$ cat src/rtl/vga_sync_gen_if.sv
// ----------------------------------------------------------------------------
// vga_sync_gen_if
// Raster timing bundle from vga_sync_gen to the tile-mask stage.
//   pix_en    : one-clk strobe; the raster counters advance on this cycle
//   xCount    : horizontal pixel counter, 0..H_TOTAL-1
//   yCount    : vertical line counter, 0..V_TOTAL-1
//   visible   : high inside the active picture area
//   hsync     : active-low horizontal sync
//   vsync     : active-low vertical sync
//   update    : one-pixel frame pulse at the start of vertical blanking
//   frame_cnt : frame counter (zero unless VGA_FRAME_CNT_EN is defined)
// master = timing generator, slave = consumer.
// ----------------------------------------------------------------------------
interface vga_sync_gen_if;
    logic       pix_en;
    logic [9:0] xCount;
    logic [9:0] yCount;
    logic       visible;
    logic       hsync;
    logic       vsync;
    logic       update;
    logic [7:0] frame_cnt;

    modport master (
        output pix_en, xCount, yCount, visible, hsync, vsync, update, frame_cnt
    );

    modport slave (
        input pix_en, xCount, yCount, visible, hsync, vsync, update, frame_cnt
    );
endinterface

$ cat src/rtl/vga_sync_gen.sv
// ----------------------------------------------------------------------------
// vga_sync_gen
// VGA raster timing generator (640x480@60 Hz from 50 MHz with defaults).
// A clock divider produces the pixel strobe; x/y counters walk the raster and
// all sync/visible/update outputs are decoded from the next-state counter
// values so they are registered on the same edge as the counters and always
// describe the current xCount/yCount.
//
// Ports:
//   clk : system clock, rising edge
//   rst : synchronous, active-high reset
//   vga : vga_sync_gen_if.master (pix_en, xCount, yCount, visible, hsync,
//         vsync, update, frame_cnt)
//
// Optional feature: define VGA_FRAME_CNT_EN to enable the 8-bit frame counter
// (increments when update rises). Without it frame_cnt is tied to zero.
// ----------------------------------------------------------------------------
module vga_sync_gen #(
    parameter int unsigned H_ACTIVE = 640,
    parameter int unsigned H_FP     = 16,
    parameter int unsigned H_SYNC   = 96,
    parameter int unsigned H_BP     = 48,
    parameter int unsigned V_ACTIVE = 480,
    parameter int unsigned V_FP     = 10,
    parameter int unsigned V_SYNC   = 2,
    parameter int unsigned V_BP     = 33,
    parameter int unsigned CLK_DIV  = 2
) (
    input  logic           clk,
    input  logic           rst,
    vga_sync_gen_if.master vga
);

    localparam int unsigned H_TOTAL = H_ACTIVE + H_FP + H_SYNC + H_BP;
    localparam int unsigned V_TOTAL = V_ACTIVE + V_FP + V_SYNC + V_BP;

    localparam logic [9:0] H_LAST   = 10'(H_TOTAL - 1);
    localparam logic [9:0] V_LAST   = 10'(V_TOTAL - 1);
    localparam logic [9:0] H_ACT_L  = 10'(H_ACTIVE);
    localparam logic [9:0] V_ACT_L  = 10'(V_ACTIVE);
    localparam logic [9:0] HS_START = 10'(H_ACTIVE + H_FP);
    localparam logic [9:0] HS_END   = 10'(H_ACTIVE + H_FP + H_SYNC);
    localparam logic [9:0] VS_START = 10'(V_ACTIVE + V_FP);
    localparam logic [9:0] VS_END   = 10'(V_ACTIVE + V_FP + V_SYNC);

    // CLK_DIV=1 would give a zero-width divider; keep at least one bit.
    localparam int unsigned DIV_W = (CLK_DIV > 1) ? $clog2(CLK_DIV) : 1;
    localparam logic [DIV_W-1:0] DIV_LAST = DIV_W'(CLK_DIV - 1);

    logic [DIV_W-1:0] div_q, div_d;
    logic             pix_en_q, pix_en_d;
    logic [9:0]       x_q, x_d;
    logic [9:0]       y_q, y_d;
    logic             visible_q, visible_d;
    logic             hsync_q, hsync_d;
    logic             vsync_q, vsync_d;
    logic             update_q, update_d;

    always_comb begin
        div_d    = (div_q == DIV_LAST) ? '0 : div_q + DIV_W'(1);
        // Strobe is registered, so it is high in the cycle after the divider
        // reaches its last count; with CLK_DIV=1 it stays high.
        pix_en_d = (div_q == DIV_LAST);

        x_d = x_q;
        y_d = y_q;
        if (pix_en_q) begin
            if (x_q == H_LAST) begin
                x_d = '0;
                y_d = (y_q == V_LAST) ? '0 : y_q + 10'd1;
            end else begin
                x_d = x_q + 10'd1;
            end
        end

        // Decode from next-state counters so outputs line up with them.
        visible_d = (x_d < H_ACT_L) && (y_d < V_ACT_L);
        hsync_d   = !((x_d >= HS_START) && (x_d < HS_END));
        vsync_d   = !((y_d >= VS_START) && (y_d < VS_END));
        update_d  = (x_d == '0) && (y_d == V_ACT_L);
    end

    always_ff @(posedge clk) begin
        if (rst) begin
            div_q     <= '0;
            pix_en_q  <= 1'b0;
            x_q       <= '0;
            y_q       <= '0;
            visible_q <= 1'b1;
            hsync_q   <= 1'b1;
            vsync_q   <= 1'b1;
            update_q  <= 1'b0;
        end else begin
            div_q     <= div_d;
            pix_en_q  <= pix_en_d;
            x_q       <= x_d;
            y_q       <= y_d;
            visible_q <= visible_d;
            hsync_q   <= hsync_d;
            vsync_q   <= vsync_d;
            update_q  <= update_d;
        end
    end

`ifdef VGA_FRAME_CNT_EN
    logic [7:0] frame_q, frame_d;

    always_comb begin
        frame_d = frame_q;
        if (update_d && !update_q) begin
            frame_d = frame_q + 8'd1;
        end
    end

    always_ff @(posedge clk) begin
        if (rst) begin
            frame_q <= '0;
        end else begin
            frame_q <= frame_d;
        end
    end

    assign vga.frame_cnt = frame_q;
`else
    assign vga.frame_cnt = 8'd0;
`endif

    assign vga.pix_en  = pix_en_q;
    assign vga.xCount  = x_q;
    assign vga.yCount  = y_q;
    assign vga.visible = visible_q;
    assign vga.hsync   = hsync_q;
    assign vga.vsync   = vsync_q;
    assign vga.update  = update_q;

endmodule

$ cat src/flat_wrapper.sv
// flat-port wrapper written by rule: the top's interface ports become plain ports
module vga_sync_gen_flat 
#(
    parameter int unsigned H_ACTIVE = 640,
    parameter int unsigned H_FP     = 16,
    parameter int unsigned H_SYNC   = 96,
    parameter int unsigned H_BP     = 48,
    parameter int unsigned V_ACTIVE = 480,
    parameter int unsigned V_FP     = 10,
    parameter int unsigned V_SYNC   = 2,
    parameter int unsigned V_BP     = 33,
    parameter int unsigned CLK_DIV  = 2
)
  (clk, rst, vga_pix_en, vga_xCount, vga_yCount, vga_visible, vga_hsync, vga_vsync, vga_update, vga_frame_cnt);
  vga_sync_gen_if vga_i ();
  input  logic clk;
  input  logic rst;
  output wire logic [$bits(vga_i.pix_en)-1:0] vga_pix_en;
  output wire logic [$bits(vga_i.xCount)-1:0] vga_xCount;
  output wire logic [$bits(vga_i.yCount)-1:0] vga_yCount;
  output wire logic [$bits(vga_i.visible)-1:0] vga_visible;
  output wire logic [$bits(vga_i.hsync)-1:0] vga_hsync;
  output wire logic [$bits(vga_i.vsync)-1:0] vga_vsync;
  output wire logic [$bits(vga_i.update)-1:0] vga_update;
  output wire logic [$bits(vga_i.frame_cnt)-1:0] vga_frame_cnt;
  assign vga_pix_en = vga_i.pix_en;
  assign vga_xCount = vga_i.xCount;
  assign vga_yCount = vga_i.yCount;
  assign vga_visible = vga_i.visible;
  assign vga_hsync = vga_i.hsync;
  assign vga_vsync = vga_i.vsync;
  assign vga_update = vga_i.update;
  assign vga_frame_cnt = vga_i.frame_cnt;
  vga_sync_gen #(.H_ACTIVE(H_ACTIVE), .H_FP(H_FP), .H_SYNC(H_SYNC), .H_BP(H_BP), .V_ACTIVE(V_ACTIVE), .V_FP(V_FP), .V_SYNC(V_SYNC), .V_BP(V_BP), .CLK_DIV(CLK_DIV)) u_core (.clk(clk), .rst(rst), .vga(vga_i));
endmodule
$ cat config.mk
export PLATFORM = sky130hd
export DESIGN_NAME = vga_sync_gen_flat
export DESIGN_NICKNAME = d
export VERILOG_FILES = /design/src/rtl/vga_sync_gen_if.sv /design/src/rtl/vga_sync_gen.sv /design/src/flat_wrapper.sv
export SDC_FILE = /design/constraint.sdc
export NUM_CORES = 1
export LEC_CHECK = 0
export ABC_AREA = 1
export BUFFER_PORTS_ARGS = -buffer_cell sky130_fd_sc_hd__buf_4
export CORE_ASPECT_RATIO = 2
export CORE_MARGIN = 2
export CORE_UTILIZATION = 45
export CTS_BUF_LIST = sky130_fd_sc_hd__clkbuf_4 sky130_fd_sc_hd__clkbuf_8
export DETAILED_ROUTE_END_ITERATION = 8
export PLACE_DENSITY = 0.73
export SLEW_MARGIN = 0
export SYNTH_ARGS = -nofsm -noshare
export SYNTH_HDL_FRONTEND = slang
export SYNTH_SLANG_ARGS = --single-unit
export TNS_END_PERCENT = 1
$ cat constraint.sdc
create_clock -name clk -period 2.8 [get_ports clk]
set_clock_uncertainty 0.05 [all_clocks]
set_input_delay 0.56 -clock clk [delete_from_list [all_inputs] [get_ports clk]]
set_output_delay 0.56 -clock clk [all_outputs]
set_load 0.01 [all_outputs]
==> results by group <==
Run status
  – Run status: completed

Hold path
  – Type of the most critical hold path: reg -> reg

Final layout
  – Final design utilization: 0.535
  – Highest-count cells in the layout ignoring fill and taps: sky130_fd_sc_hd__nand2_1, sky130_fd_sc_hd__nor2_1, sky130_fd_sc_hd__inv_1
  – Post-layout instance count excluding filler cells: 296
  – Final net count: 271
  – Number of antenna diodes: 0
  – Design area: 1790 µm²
  – Area taken by multi-input logic gates: 852 µm²
  – Most common library cell in the layout ignoring fill and taps: sky130_fd_sc_hd__nand2_1
  – Fillers: 352
  – Fraction of final layout cells sized beyond drive strength 1: 0.170
  – Layout overhead on the synthesized area: 14.6%
  – Register area: 520 µm²

Synth
  – Synth Cell Area: 1560 µm²
  – Yosys warning count: 0
  – Number of instances in the synthesized netlist: 239
  – Average cell area after synthesis: 6.53 µm²
  – Sequential share of the synthesized area: 0.334
  – Flops & latches, synth: 26
  – Distinct cells, synth: 26
  – Ys flop type: sky130_fd_sc_hd__dfxtp_1
  – Dominant cells by area after synthesis: sky130_fd_sc_hd__dfxtp_1, sky130_fd_sc_hd__nand2_1, sky130_fd_sc_hd__nor2_1, sky130_fd_sc_hd__inv_1, sky130_fd_sc_hd__nand3_1
  – Proportion of register bits with asynchronous set or reset after synthesis: 0
  – Number of enable-type register cells in the synthesized netlist: 0
  – Cell accounting for the most synthesized area: sky130_fd_sc_hd__dfxtp_1
  – Post-synth top area share: 0.334

Detailed routing
  – Wirelength per Cell: 12.5 µm
  – Remaining number of nets flagged by the antenna check after routing: 0
  – Routed via count divided by cell count: 5.19
  – Post-route DRC: 0
  – 1st-pass router iterations: 4
  – Routed wire length: 3.71 mm
  – Iteration-0 DRC Markers: 37
  – Number of vias after detailed routing: 1535

Worst setup path
  – Slack of the worst reg-to-reg path: 770 ps
  – Critical Path Start: u_core.vga.xCount[0]
  – Setup crit end kind: register
  – CP endpoint: u_core.vga.update
  – Worst Setup Start Kind: register
  – Critical path arrival: 2150 ps
  – Worst EP required: 2920 ps
  – Peak fanout along the critical path: 9
  – CP Class: reg -> reg
  – FF-to-FF path depth: 10
  – RR Startpoint: u_core.vga.xCount[0]
  – End of the worst register-to-register path: u_core.vga.update

Timing
  – Final Max Slew Viols: 0
  – F_max: 0.493 GHz
  – RSZ-0062 raised after global routing: no
  – Final period utilization: 0.725
  – Max-Slew Margin vs Limit: 0.656
  – Transition time at the pin with the least slew margin: 516 ps
  – Setup tns final: 0 ps
  – Final critical-path required period: 2030 ps
  – Final Hold Fails: 0
  – Final Setup Violations: 0
  – Post-Route Hold Slack: 368 ps

Clocking
  – Clock slew at the register clock pins of the worst setup and hold paths: 90 ps
  – Gates resized, CTS repair: 0
  – Root buf cell: sky130_fd_sc_hd__clkbuf_8
  – Buffer count from post-CTS setup fixing: 0
  – Number of buffers inserted by hold repair at cts: 0
  – Clock latency of the later-clocked register in the worst-skew pair: 270 ps
  – CTS H-tree lvls: 1
  – Sinks on the clock net: 26
  – Number of buffers created by CTS: 3
  – Clock Path Buffers: 2
  – TritonCTS clock tree: done

Place
  – Total of buffers placed on input and output ports: 26
  – Final GP Congestion: 0.868
  – Hpwl dp: 2.98 mm
  – Placed Cells incl. Taps: 293
  – Dpl cell area: 1750 µm²

Floorplanning
  – Horizontal extent of the die: 45.6 µm
  – Number of placement rows: 30
  – Initial Utilization: 0.467
  – Vertical die dimension: 87.3 µm
  – Die area: 3980 µm²
  – I/O Pins: 35
  – Core area: 3340 µm²

Pwr
  – Maximum resistive drop on vdd: 282 µV
  – Pwr dens: 347 nW/µm²
  – Pleak: 0.000852 µW

Job
  – Reported max-cap violation count: 0

GRT
  – Total global-route track usage: 0.210
  – Wire length of the first global-routing pass: 6.11 mm
  – Initial antenna violation count: 0
  – Number of global-route vias before repair: 1386
  – Pin count of the biggest net entering global routing: 25
  – Total congestion overflow after global routing: 0
## routing by layer
metal  global-route usage  share of wire
met1                0.225           0.35
met3               0.0290          0.049
met4                0.155          0.067
met2                0.352           0.53
met5                    0              0
## flip-flops by register name, summed over array words and instances, names as in the netlist
signal	count
u_core.vga.vsync	1
u_core.vga.yCount	10
u_core.vga.update	1
u_core.div_q	1
u_core.vga.pix_en	1
u_core.vga.visible	1
u_core.vga.xCount	10
u_core.vga.hsync	1
## area by class of cell
class	instances	share of cell area
Clock buffer	3	0.0231
Inverter	37	0.0777
Sequential cell	26	0.291
Multi-Input combinational cell	172	0.477
Tap cell	32	0.0224
Timing Repair Buffer	26	0.109
## cell usage after synthesis (2+ instances only)
| cell type | n |
|---|---|
| sky130_fd_sc_hd__o21ai_1 | 2 |
| sky130_fd_sc_hd__xor2_1 | 5 |
| sky130_fd_sc_hd__nor2_4 | 3 |
| sky130_fd_sc_hd__nor2_1 | 40 |
| sky130_fd_sc_hd__dfxtp_1 | 26 |
| sky130_fd_sc_hd__buf_4 | 9 |
| sky130_fd_sc_hd__nand3_1 | 19 |
| sky130_fd_sc_hd__o21ai_0 | 5 |
| sky130_fd_sc_hd__nand4_1 | 7 |
| sky130_fd_sc_hd__a21oi_1 | 4 |
| sky130_fd_sc_hd__nor3_1 | 5 |
| sky130_fd_sc_hd__nor2_2 | 5 |
| sky130_fd_sc_hd__ha_1 | 3 |
| sky130_fd_sc_hd__nand2_2 | 3 |
| sky130_fd_sc_hd__inv_2 | 2 |
| sky130_fd_sc_hd__clkbuf_1 | 2 |
| sky130_fd_sc_hd__nand2_1 | 56 |
| sky130_fd_sc_hd__inv_1 | 35 |
## through the flow
step / power [µW] / setup slack (ps)
after floorplan: 416 / 1010
after global placement: 419 / 804
after detailed placement: 419 / 769
after CTS: 626 / 737
after global routing: 644 / 484
final: 620 / 771
## logic make-up (layout without fill, tap and decap cells)
| group | Yosys count | after routing | share of synthesized area |
|---|---|---|---|
| other | 1 | 8 | 0.00240 |
| adder cells (fa/ha/maj) | 3 | 3 | 0.0241 |
| flip-flops | 26 | 26 | 0.334 |
| XOR/XNOR | 5 | 5 | 0.0281 |
| AO/OA/AOI/OAI | 13 | 13 | 0.0449 |
| AND/OR/NAND/NOR | 143 | 143 | 0.430 |
| buffers and inverters | 48 | 66 | 0.137 |
## worst max-delay path, cell delays in order (launching register included)
cell                      delay, ps
sky130_fd_sc_hd__dfxtp_1        400
sky130_fd_sc_hd__ha_1           220
sky130_fd_sc_hd__nand2_1         90
sky130_fd_sc_hd__inv_1          150
sky130_fd_sc_hd__nand4_4        210
sky130_fd_sc_hd__o21ai_0        360
sky130_fd_sc_hd__nand2_1        170
sky130_fd_sc_hd__nand3_1        110
sky130_fd_sc_hd__nor2_1          60
sky130_fd_sc_hd__nand3_1         60
sky130_fd_sc_hd__nor2_1          50
## where the power goes
group / switching, µW / internal, µW
combinational: 22.4 / 9.36
sequential: 5.40 / 373
clock: 114 / 96.5
total: 141 / 479
## worst min path at each step
stage               cells past startpoint    startpoint           end
global placement                        1  u_core.div_q  u_core.div_q
floorplan                               1  u_core.div_q  u_core.div_q
finish                                  1  u_core.div_q  u_core.div_q
CTS                                     1  u_core.div_q  u_core.div_q
detailed placement                      1  u_core.div_q  u_core.div_q
global route                            1  u_core.div_q  u_core.div_q
Power figures use the tool's default switching activity.
